File: src/rtl/k_means_apb_master.sv
// -----------------------------------------------------------------------------
// k_means_apb_master
//
// Single-outstanding APB requester. A command presented on the cmd_* handshake
// is turned into one APB transfer (SETUP for one cycle, then ACCESS until the
// completer raises pready). Completion is reported with a one-cycle rsp_valid
// pulse carrying the read data (zero for writes). Every output is registered.
//
// Optional feature (macro K_MEANS_APB_TIMEOUT_EN): bounds the number of
// ACCESS cycles with pready low to TIMEOUT_CYCLES; on expiry the transfer is
// abandoned and rsp_valid is pulsed with rsp_timeout=1 and rsp_rdata=0.
// Without the macro the transfer waits indefinitely and rsp_timeout is tied 0.
//
// Ports
//   clk, rst          : rising-edge clock, asynchronous active-high reset
//   cmd_valid/ready   : command handshake (ready only while idle)
//   cmd_write         : 1 = write, 0 = read
//   cmd_addr/wdata    : target address / write data
//   rsp_valid         : one-cycle completion pulse
//   rsp_rdata         : read data (held until the next completion)
//   rsp_timeout       : completion was a timeout abort
//   busy              : a transfer is in progress
//   paddr..pwdata     : APB requester outputs
//   prdata, pready    : APB completer inputs
// -----------------------------------------------------------------------------
module k_means_apb_master #(
    parameter int addrWidth      = 8,
    parameter int dataWidth      = 91,
    parameter int TIMEOUT_CYCLES = 256
) (
    input  logic                 clk,
    input  logic                 rst,
    input  logic                 cmd_valid,
    output logic                 cmd_ready,
    input  logic                 cmd_write,
    input  logic [addrWidth-1:0] cmd_addr,
    input  logic [dataWidth-1:0] cmd_wdata,
    output logic                 rsp_valid,
    output logic [dataWidth-1:0] rsp_rdata,
    output logic                 rsp_timeout,
    output logic                 busy,
    output logic [addrWidth-1:0] paddr,
    output logic                 pwrite,
    output logic                 psel,
    output logic                 penable,
    output logic [dataWidth-1:0] pwdata,
    input  logic [dataWidth-1:0] prdata,
    input  logic                 pready
);

    typedef enum logic [1:0] {
        IDLE   = 2'd0,
        SETUP  = 2'd1,
        ACCESS = 2'd2
    } state_t;

    state_t               r_state;
    state_t               w_next_state;
    logic                 w_accept;
    logic                 w_done;
    logic                 w_abort;
    logic                 w_expire;

    logic                 r_cmd_ready;
    logic                 r_busy;
    logic                 r_psel;
    logic                 r_penable;
    logic                 r_pwrite;
    logic                 r_rsp_valid;
    logic [addrWidth-1:0] r_paddr;
    logic [dataWidth-1:0] r_pwdata;
    logic [dataWidth-1:0] r_rsp_rdata;

    generate
        if (TIMEOUT_CYCLES < 1) begin : g_bad_timeout
            $error("TIMEOUT_CYCLES must be at least 1");
        end
    endgenerate

`ifdef K_MEANS_APB_TIMEOUT_EN
    localparam int               CNT_W    = $clog2(TIMEOUT_CYCLES + 1);
    localparam logic [CNT_W-1:0] CNT_LAST = CNT_W'(TIMEOUT_CYCLES - 1);

    logic [CNT_W-1:0] r_wait_cnt;
    logic             r_rsp_timeout;

    // Counter holds the number of already-elapsed pready-low ACCESS cycles,
    // so the current cycle is the last allowed one when it equals CNT_LAST.
    assign w_expire = (r_wait_cnt == CNT_LAST);

    always_ff @(posedge clk or posedge rst) begin
        if (rst) begin
            r_wait_cnt <= '0;
        end else if (r_state == SETUP) begin
            r_wait_cnt <= '0;
        end else if (r_state == ACCESS && !pready) begin
            r_wait_cnt <= r_wait_cnt + 1'b1;
        end
    end

    always_ff @(posedge clk or posedge rst) begin
        if (rst) begin
            r_rsp_timeout <= 1'b0;
        end else begin
            r_rsp_timeout <= w_abort;
        end
    end

    assign rsp_timeout = r_rsp_timeout;
`else
    assign w_expire    = 1'b0;
    assign rsp_timeout = 1'b0;
`endif

    always_comb begin
        w_next_state = r_state;
        w_accept     = 1'b0;
        w_done       = 1'b0;
        w_abort      = 1'b0;
        case (r_state)
            IDLE: begin
                if (cmd_valid) begin
                    w_accept     = 1'b1;
                    w_next_state = SETUP;
                end
            end
            SETUP: begin
                w_next_state = ACCESS;
            end
            ACCESS: begin
                // pready wins over an expiring counter on the same edge
                if (pready) begin
                    w_done       = 1'b1;
                    w_next_state = IDLE;
                end else if (w_expire) begin
                    w_abort      = 1'b1;
                    w_next_state = IDLE;
                end
            end
            default: begin
                w_next_state = IDLE;
            end
        endcase
    end

    always_ff @(posedge clk or posedge rst) begin
        if (rst) begin
            r_state     <= IDLE;
            r_cmd_ready <= 1'b1;
            r_busy      <= 1'b0;
            r_psel      <= 1'b0;
            r_penable   <= 1'b0;
            r_pwrite    <= 1'b0;
            r_rsp_valid <= 1'b0;
            r_paddr     <= '0;
            r_pwdata    <= '0;
            r_rsp_rdata <= '0;
        end else begin
            r_state     <= w_next_state;
            // Control outputs are decoded from the next state so they line
            // up with the state register rather than lagging a cycle.
            r_cmd_ready <= (w_next_state == IDLE);
            r_busy      <= (w_next_state != IDLE);
            r_psel      <= (w_next_state != IDLE);
            r_penable   <= (w_next_state == ACCESS);
            r_rsp_valid <= w_done | w_abort;
            if (w_accept) begin
                r_paddr  <= cmd_addr;
                r_pwrite <= cmd_write;
                r_pwdata <= cmd_write ? cmd_wdata : '0;
            end
            if (w_done) begin
                r_rsp_rdata <= r_pwrite ? '0 : prdata;
            end else if (w_abort) begin
                r_rsp_rdata <= '0;
            end
        end
    end

    assign cmd_ready = r_cmd_ready;
    assign busy      = r_busy;
    assign psel      = r_psel;
    assign penable   = r_penable;
    assign pwrite    = r_pwrite;
    assign paddr     = r_paddr;
    assign pwdata    = r_pwdata;
    assign rsp_valid = r_rsp_valid;
    assign rsp_rdata = r_rsp_rdata;

endmodule

File: config.mk
export PLATFORM = sky130hd
export DESIGN_NAME = k_means_apb_master
export DESIGN_NICKNAME = d
export VERILOG_FILES = /design/src/rtl/k_means_apb_master.sv
export SDC_FILE = /design/constraint.sdc
export NUM_CORES = 1
export LEC_CHECK = 0
export BUFFER_PORTS_ARGS = -buffer_cell sky130_fd_sc_hd__buf_2
export CORE_AREA = 2 2 151 153
export CTS_BUF_LIST = sky130_fd_sc_hd__clkbuf_8 sky130_fd_sc_hd__clkbuf_16
export DETAILED_ROUTE_END_ITERATION = 10
export DIE_AREA = 0 0 153 155
export PLACE_DENSITY_LB_ADDON = 0.2
export SLEW_MARGIN = 40
export SYNTH_ARGS = -nofsm -noshare
export SYNTH_HDL_FRONTEND = slang
export SYNTH_SLANG_ARGS = --single-unit
File: constraint.sdc
create_clock -name clk -period 7 [get_ports clk]
set_input_delay 0 -clock clk [delete_from_list [all_inputs] [get_ports clk]]
set_output_delay 0 -clock clk [all_outputs]
set_load 0.01 [all_outputs]
# After elaboration in Yosys (flattened, before gate mapping)

Index checks and enable logic that the tools add are counted.

Word-level logic and storage cells: 25
Bits in registers: 197
Input bits: 195
Output and inout bits: 197

Eq/ne operators: 3
Muxes and demuxes: 10
Reduce and logical (&&, ||, !) cells: 3

Operators by type and width:

| operator                                      | count |
|---|---|
| two-way mux 91 bit                            | 3 |
| one-hot mux 2 bit (3 select lines)            | 1 |
| == test 2 bit, second input constant          | 2 |
| logical NOT 2 bit                             | 2 |
| two-way mux 1 bit                             | 4 |
| two-way mux 2 bit                             | 2 |
| == test 2 x 1 -> 1 bit, second input constant | 1 |
| nonzero test 2 bit                            | 1 |

# Logic depth before layout (Yosys ltp)

Gate-level depths: netlist of run 1.

Depth in word-level cells: 3
Depth in mapped cells: 4

# Worst setup path before layout of run 1

Ideal clock, no wire load.

Path kind: flip-flop to flip-flop
Start point: reg r_state[0]
End point: reg r_rsp_rdata[10] (netlist: rsp_rdata[10])
Arrival: 1,279 ps
Slack: 5,594 ps
Clock period less this slack: 1,406 ps
Library setup time: 128 ps
Cell stages (with the launch flop): 5
Cells stage by stage: dfrtp_1 > and3b_1 > buf_2 > buf_4 > mux2_1

Longest elaborated chain between the ends: 2

Ends and longest elaborated chain:

| element                  | line | source |
|---|---|---|
| start: declaration       | 57   | `state_t r_state;` |
| start signal: assignment | 159  | `r_state <= w_next_state;` |
| == test 2 bit            | 120  | `case (r_state)` |
| two-way mux 1 bit        | 120  |  |
| end signal: assignment   | 173  | `r_rsp_rdata <= r_pwrite ? '0 : prdata;` |
| end: declaration         | 72   | `logic [dataWidth-1:0] r_rsp_rdata;` |

No other way between the ends.
A chain may end at the register's enable or synchronous reset.

# Final worst setup path of run 1

Start point: reg r_state[0]
End point: reg r_rsp_rdata[80] (netlist: rsp_rdata[80])

The elaborated chain is that of the path after synthesis.

==> results of run 1 <==
## per-stage QoR
step / std cells / util, %
3_5_place_dp: 1353 / 48.0
4_1_cts: 1577 / 59.2
5_1_grt: 1577 / 59.2
3_3_place_gp: 1353 / 47.9
2_1_floorplan: 715 / -
6_report: 1577 / 59.2
## final cells by class
class	count	area [µm²]	share of cell area (%)
multi-input combinational	382	3010	22.9
tap	285	357	2.71
clock inverter	13	118	0.894
inverter	93	362	2.75
timing repair buffer	590	3950	30.0
clock buffer	17	425	3.23
sequential	197	4930	37.5
## state kept, by name, summed over array words and instances, names as in the netlist
| register | count |
|---|---|
| r_state | 2 |
| rsp_valid | 1 |
| penable | 1 |
| pwdata | 91 |
| psel | 1 |
| cmd_ready | 1 |
| paddr | 8 |
| pwrite | 1 |
| rsp_rdata | 91 |
## cell families (layout without fill, tap and decap cells)
logic type | count (synthesis) | after routing | share of synthesized area (%)
flip-flops | 197 | 197 | 57.9
multiplexers | 191 | 191 | 23.9
AND/OR/NAND/NOR | 186 | 186 | 11.0
buffers and inverters | 136 | 713 | 6.90
AO/OA/AOI/OAI | 4 | 4 | 0.264
other | 1 | 1 | 0.0440
## worst max-delay path, cell delays in order (launching register included)
cell and delay [ns]:
dfrtp_1 0.42, and3b_4 0.63, buf_6 0.56, mux2_2 0.40
## power groups by stage
stage                     clock (mW)  sequential (mW)  combinational [mW]
final                          0.931             1.98                1.98
after global routing            1.02             2.05                2.16
after detailed placement           0             1.98                1.91
after floorplan                    0             2.22               0.847
after global placement             0             1.98                1.87
after CTS                      0.971             1.98                1.99
## layer usage
| metal | track usage [%] | up-vias | wire length, µm | part of all wire, % |
|---|---|---|---|---|
| li1 | - | 3383 | - | - |
| met1 | 24.8 | 3333 | 10000 | 42 |
| met2 | 33.7 | 288 | 11500 | 48 |
| met3 | 5.68 | 52 | 1680 | 7.0 |
| met4 | 8.25 | 2 | 844 | 3.5 |
| met5 | 0 | - | 13 | 0.054 |
## path summary, 6_finish.rpt
kind                                  to  slack (ns)  cells past startpoint
min reg2reg                rsp_rdata[23]        0.48                      1
max in group asynchronous     pwdata[28]        5.56                      4
min in group asynchronous   rsp_rdata[6]        0.20                      3
max reg2reg                rsp_rdata[80]        4.86                      3
min                           pwdata[59]        0.17                      4
max                        rsp_rdata[80]        4.86                      3
## placed cells by master (no fill, tap or decap), drive strengths merged
master       netlist  layout
buf               24     396
dfrtp            196     196
dlygate4sd3        0     194
inv               93     101
mux2             100     100
nand2             91      91
mux2i             91      91
nor2b             91      91
clkbuf            19      17
clkinv             0       4
o21ai              3       3
nor3b              1       1
and3b              1       1
or3b               1       1
nor2               1       1
o21a               1       1
conb               1       1
clkinvlp           0       1
dfstp              1       1
==> impl_metrics.py, run 1 <==
metrics = {
    "grt": {
        "track_usage_pct": 20.2,
        "grt_pass1_wl_um": 38400,
        "grt_max_degree": 124,
        "overflow": 0,
        "antenna_found_initial": 1,
        "first_global_vias": 7413,
    },
    "final_layout": {
        "drive_above_1_share_pct": 35.0,
        "areaGrowthSynthToFinish_pct": 54.4,
        "antenna_cells": 0,
        "final_cell_area_um2": 13200,
        "fin_nets": 1476,
        "fill_cells": 1851,
    },
    "synth": {
        "yosys.area.top_type_share_pct": 57.6,
        "synth.most_common_cell": "dfrtp_1",
        "synth_edf_count": 0,
        "synth_flop_cell": "dfrtp_1",
        "syn_area_um2": 8520,
        "async_flop_share_pct": 100,
        "syn_inst": 715,
        "yosysSeqAreaShare_pct": 57.9,
        "avgSynthCellArea_um2": 11.9,
        "yosys_warnings": 0,
        "ys_top_cells_by_count": "196 x dfrtp_1, 93 x inv_1, 91 x mux2i_1, 91 x nand2_1, 91 x nor2b_1",
        "syn-num-nets": 910,
        "synth_cell_types": 18,
        "yosys.area.top_type": "dfrtp_1",
        "synth-seq-cells": 197,
        "yosys-top-cells-area": "dfrtp_1 58%, mux2i_1 11%, mux2_1 10%, nor2b_1 6.7%, inv_1 4.1%",
    },
    "pwr": {
        "power_density_nw_per_um2": 371,
        "cell_internal_pwr_mw": 3.07,
        "total_power_mw": 4.89,
        "cellLeakagePower_nw": 6.89,
        "netSwitchingPower_mw": 1.81,
        "ir_drop_uv": 173,
        "power_frac_seq_pct": 40.5,
        "switching_share_pct": 37.1,
        "pwr-share-clk_pct": 19.1,
        "p_comb_share_pct": 40.5,
    },
    "cts": {
        "numCtsBuffers": 17,
        "clkTransAtPathRegs_ns": 0.07,
        "cts_tree": "done",
        "htreeDepth": 4,
        "cts_max_path_buffers": 2,
        "cts_hold_buf": 194,
        "cts_root_buf": "clkbuf_16",
        "clk_latency_ns": 0.43,
        "clock_sinks": 197,
        "cts_setup_buffers": 0,
        "cts_resized": 0,
    },
    "setup_path": {
        "crit_type": "flop to flop",
        "reg2reg_from": "r_state[0]",
        "cp_max_fo": 64,
        "cp-start-kind": "flop",
        "crit_required_ns": 7.30,
        "worstPathArrival_ns": 2.44,
        "critPathLaunch": "r_state[0]",
        "end_kind": "flop",
    },
    "place": {
        "gp_congestion": 0.757,
        "io_buffers": 390,
        "hpwl_um": 15300,
        "dpl-instance-area_um2": 10700,
        "dp_slack_ns": 4.62,
    },
    "sta": {
        "worst_slack_ns": 4.86,
        "clock_skew_ns": 0.00873,
        "tns_ns": 0,
        "relSlewSlack_pct": 49.5,
        "tightestPinTransition_ns": 0.758,
        "finalCriticalPeriod_ns": 2.14,
        "finalSetupViolCount": 0,
        "drv_slew": 0,
        "hold_viol": 0,
        "fmaxAchievable_mhz": 467,
        "hold_ws_ns": 0.172,
        "fin_crit_sh_pct": 30.6,
        "rsz0062_at_grt": "false",
    },
    "die": {
        "num_rows": 55,
        "die_y_um": 155,
        "ios": 392,
        "start_util_pct": 38.3,
        "coreArea_um2": 22200,
        "die-area_um2": 23700,
        "die_x_um": 153,
    },
    "drt": {
        "first_iter_violations": 304,
        "ant_nets": 0,
        "drc": 0,
        "wirelength_um": 24000,
        "vias_per_cell": 4.48,
        "first_pass_iters": 4,
        "vias": 7058,
        "avgRoutedWirePerCell_um": 15.2,
    },
    "job": {
        "cap_violations": 0,
    },
    "hold_path": {
        "hold_path.class": "primary input to flop",
        "hold_start": "cmd_write",
    },
    "status": {
        "status": "finished clean",
    },
}
(Power assumes the default switching activity.)
==> inputs of run 2 (changes only) <==
- CORE_AREA: 2 2 151 153 -> 2 2 153 155
- DIE_AREA: 0 0 153 155 -> 0 0 155 157
- clock period: 7 -> 1.9 ns (I/O delays scaled with it)
==> run 2 against run 1 <==
Against the previous run: die area increased by 2.6%; hold slack got worse by 0.14 ns; utilization increased by 0.099 points; clock skew increased by 0.0051 ns; first-iteration DRC count decreased by 6.3%; maximum frequency increased by 28%; clock power increased to 3.7 times the previous value; sequential share of layout area decreased by 0.52 points; non-clock buffer count increased by 9; critical endpoint is now cmd_ready; highest routed layer unchanged.
==> impl_metrics.py, run 2 (synthesized netlist as in run 1, its figures left out) <==
metrics = {
    "status": {
        "status": "finished clean",
    },
    "sta": {
        "fin_crit_sh_pct": 88.0,
        "finalSetupViolCount": 0,
        "hold_ws_ns": 0.0296,
        "rsz0062_at_grt": "false",
        "hold_viol": 0,
        "fmaxAchievable_mhz": 598,
        "clock_skew_ns": 0.0138,
        "finalCriticalPeriod_ns": 1.67,
        "drv_slew": 0,
    },
    "final_layout": {
        "fin_nets": 1485,
        "layout_commonest_cell": "buf_2",
        "areaGrowthSynthToFinish_pct": 56.6,
        "antenna_cells": 0,
        "mostFrequentLayoutCells": "390 x buf_2, 195 x dfrtp_1, 194 x dlygate4sd3_1",
        "fin_cells": 1587,
        "drive_above_1_share_pct": 35.4,
    },
    "drt": {
        "ant_nets": 0,
        "highest_layer": "met5",
        "drc": 0,
        "wl_met1_um": 10200,
        "first_pass_iters": 4,
        "wirelength_um": 24700,
        "vias_per_cell": 4.52,
        "met2_length_um": 12200,
        "vias": 7176,
        "avgRoutedWirePerCell_um": 15.6,
        "met3_wirelength_um": 1870,
        "first_iter_violations": 285,
    },
    "cts": {
        "cts_max_path_buffers": 2,
        "cts_resized": 0,
        "clkTransAtPathRegs_ns": 0.08,
        "htreeDepth": 4,
        "cts_root_buf": "clkbuf_16",
        "cts_setup_buffers": 0,
        "cts_hold_buf": 194,
        "cts_tree": "done",
        "clk_latency_ns": 0.43,
        "clock_sinks": 197,
        "numCtsBuffers": 17,
    },
    "setup_path": {
        "cp-start-kind": "flop",
        "crit_required_ns": 2.24,
        "path_buf_inv": 1,
        "crit_type": "flop to flop",
        "cpLargestDelayFamily": "buffers and inverters",
        "cp_slowest_cell": "dlygate4sd3_1",
        "cp_max_fo": 5,
        "end_kind": "flop",
        "max_stage_delay_ns": 0.54,
        "cp_cell_sequence": "or3b_2 -> o21a_1 -> dlygate4sd3_1",
        "worstPathArrival_ns": 2.01,
    },
    "place": {
        "hpwl_um": 15900,
        "place_inst": 1362,
        "gp_congestion": 0.772,
        "io_buffers": 390,
    },
    "die": {
        "start_util_pct": 37.9,
        "coreArea_um2": 22500,
        "num_rows": 55,
        "die_y_um": 157,
        "die-area_um2": 24300,
        "die_x_um": 155,
        "ios": 392,
    },
    "grt": {
        "first_global_vias": 7554,
        "antenna_found_initial": 1,
        "grt_pass1_wl_um": 38700,
        "grt_max_degree": 73,
        "track_usage_pct": 19.9,
        "overflow": 0,
    },
    "pwr": {
        "power_density_nw_per_um2": 1370,
        "ir_drop_uv": 692,
        "cellLeakagePower_nw": 6.97,
    },
    "job": {
        "cap_violations": 0,
    },
    "hold_path": {
        "hold_path.class": "primary input to flop",
    },
}
[run 2: worst paths after layout]
path / endpoint / from / slack, ns / depth (start not counted)
max: cmd_ready / r_state[0] / 0.23 / 3
min: pwdata[73] / cmd_write / 0.03 / 3
max reg2reg: cmd_ready / r_state[0] / 0.23 / 3
min reg2reg: rsp_rdata[75] / rsp_rdata[75] / 0.48 / 1
max in group asynchronous: pwdata[31] / rst / 1.26 / 4
min in group asynchronous: rsp_rdata[17] / rst / 0.28 / 4
[run 2: routing by layer]
layer  track usage [%]  vias to the layer above
met1              23.8                     3458
met4              6.22                        2
met2              35.0                      292
li1                  -                     3392
met5                 0                        -
met3              5.64                       32
[run 2: power by group]
part / leakage [nW] / internal (mW) / total (mW) / switching, mW
Clock: 0.274 / 1.72 / 3.47 / 1.75
Combinational: 4.18 / 3.59 / 7.61 / 4.01
Sequential: 2.52 / 6.19 / 7.22 / 1.03
[run 2: per-stage QoR]
stage                     utilization [%]  TNS, ns  power (mW)  setup slack [ns]  cell area (µm²)
after global routing                 59.3        0        19.5             0.154            13300
after global placement               48.2        0        14.4             0.364            10900
after detailed placement             48.2        0        14.6             0.346            10900
after floorplan                         -  -126.53        11.3            -0.646             8530
after CTS                            59.3        0        18.5             0.218            13300
final                                59.3        0        18.3             0.227            13300
[run 2: cell type report]
type | count | area, µm²
fillers | 1873 | 9160
flip-flops and latches | 197 | 4930
repair buffers | 599 | 4140
multi-input cells | 382 | 3010
clock buffers | 17 | 425
well taps | 285 | 357
inverters | 93 | 353
clock inverters | 14 | 121
[run 2: tightest hold or removal path, delay by kind of cell]
kind | cells | cell delay (ns)
mux | 1 | 0.06
buf+inv | 1 | 0.25
simple gates | 1 | 0.11
==> inputs of run 3 (changes only) <==
- RECOVER_POWER: unset -> 50
==> run 3 against run 2 <==
Against the previous run: combinational power shrank 3.7%; highest routed layer unchanged; maximum frequency hardly changed; sequential share of layout area increased by 0.46 points; utilization is 0.73 points lower; largest power group unchanged; sequential power about the same; clock skew decreased by 0.0015 ns; global-route usage unchanged; cell count unchanged; total power down 1.4%; worst setup slack about the same; first-iteration DRC count grew 3.5%.
==> impl_metrics.py, run 3 (synthesized netlist as in run 1, its figures left out) <==
metrics = {
    "status": {
        "status": "finished clean",
    },
    "pwr": {
        "ir_drop_uv": 673,
        "cellLeakagePower_nw": 6.61,
        "power_density_nw_per_um2": 1370,
        "total_power_mw": 18.0,
    },
    "setup_path": {
        "reg2reg_from": "r_state[0]",
        "cp_max_fo": 5,
        "critPathLaunch": "r_state[0]",
        "crit_required_ns": 2.24,
        "cp-start-kind": "flop",
        "crit_type": "flop to flop",
        "worstPathArrival_ns": 2.01,
        "end_kind": "flop",
    },
    "cts": {
        "clock_sinks": 197,
        "cts_tree": "done",
        "clkTransAtPathRegs_ns": 0.08,
        "cts_hold_buf": 194,
        "htreeDepth": 4,
        "cts_resized": 0,
        "numCtsBuffers": 17,
        "clk_latency_ns": 0.43,
        "cts_setup_buffers": 0,
        "cts_max_path_buffers": 2,
        "cts_root_buf": "clkbuf_16",
    },
    "die": {
        "ios": 392,
        "coreArea_um2": 22500,
        "die_y_um": 157,
        "start_util_pct": 37.9,
        "die_x_um": 155,
        "die-area_um2": 24300,
        "num_rows": 55,
    },
    "final_layout": {
        "fin_nets": 1485,
        "areaGrowthSynthToFinish_pct": 54.7,
        "final_cell_area_um2": 13200,
        "drive_above_1_share_pct": 27.8,
        "final_util_pct": 58.6,
        "antenna_cells": 0,
        "mostFrequentLayoutCells": "291 x buf_2, 195 x dfrtp_1, 194 x dlygate4sd3_1",
        "layout_commonest_cell": "buf_2",
    },
    "place": {
        "io_buffers": 390,
        "hpwl_um": 15900,
        "dpl-instance-area_um2": 10900,
        "gp_congestion": 0.772,
    },
    "sta": {
        "hold_ws_ns": 0.0355,
        "fmaxAchievable_mhz": 598,
        "drv_slew": 0,
        "hold_viol": 0,
        "relSlewSlack_pct": 32.2,
        "finalSetupViolCount": 0,
        "fin_crit_sh_pct": 88.1,
        "finalCriticalPeriod_ns": 1.67,
        "tightestPinTransition_ns": 1.02,
        "rsz0062_at_grt": "false",
        "clock_skew_ns": 0.0124,
    },
    "grt": {
        "grtUsageMet1_pct": 23.8,
        "use_met3_pct": 5.64,
        "antenna_found_initial": 1,
        "track_usage_pct": 19.9,
        "grt_pass1_wl_um": 38700,
        "met2_usage_pct": 35.0,
        "overflow": 0,
        "grt_max_degree": 73,
        "grt_busiest_layer": "met2",
        "first_global_vias": 7554,
    },
    "drt": {
        "ant_nets": 0,
        "first_pass_iters": 4,
        "vias_per_cell": 4.51,
        "vias": 7159,
        "wirelength_um": 24700,
        "first_iter_violations": 295,
        "drc": 0,
        "avgRoutedWirePerCell_um": 15.6,
    },
    "job": {
        "cap_violations": 0,
    },
    "hold_path": {
        "hold_start": "cmd_write",
        "hold_path.class": "primary input to flop",
    },
}
-- run 3: cell count changes in the layout (fill, tap and decap cells not counted) --
cell	change
buf_2	-99
buf_12	-3
clkbuf_1	+99
clkinvlp_2	+1
clkbuf_4	+3
clkinvlp_4	-1
-- run 3: routing by layer --
| metal | vias up | wire (µm) |
|---|---|---|
| li1 | 3392 | - |
| met1 | 3450 | 10200 |
| met2 | 285 | 12200 |
| met3 | 30 | 1850 |
| met4 | 2 | 444 |
| met5 | - | 13 |
-- run 3: final cells by class --
class,count,area (µm²)
sequential,197,4930
inverter,93,350
timing repair buffer,599,3980
tap,285,357
clock inverter,14,121
clock buffer,17,425
multi-input combinational,382,3010
fill,1924,9320
-- run 3: path summary, 6_finish.rpt --
path / to / cells after the start / slack, ns
setup / recovery: cmd_ready / 3 / 0.23
hold / removal: pwdata[73] / 3 / 0.04
setup reg to reg: cmd_ready / 3 / 0.23
hold reg to reg: rsp_rdata[75] / 1 / 0.48
max in group asynchronous: pwdata[31] / 4 / 0.71
min in group asynchronous: rsp_rdata[9] / 4 / 0.45
-- run 3: where the power goes --
| group | internal (mW) | total [mW] | switching, mW |
|---|---|---|---|
| logic | 3.31 | 7.33 | 4.02 |
| clock network | 1.72 | 3.47 | 1.75 |
| registers | 6.19 | 7.25 | 1.06 |
-- run 3: metrics by stage --
step	TNS, ns	instances	worst slack (ns)
after global routing	0	1587	0.154
final	0	1587	0.227
after floorplan	-126.53	715	-0.646
after detailed placement	0	1362	0.346
after CTS	0	1587	0.218
after global placement	0	1362	0.364
-- run 3: critical path, stage by stage, from the launching register on --
cell	delay [ns]
dfrtp_1	0.42
or3b_2	0.51
o21a_1	0.12
dlygate4sd3_1	0.54
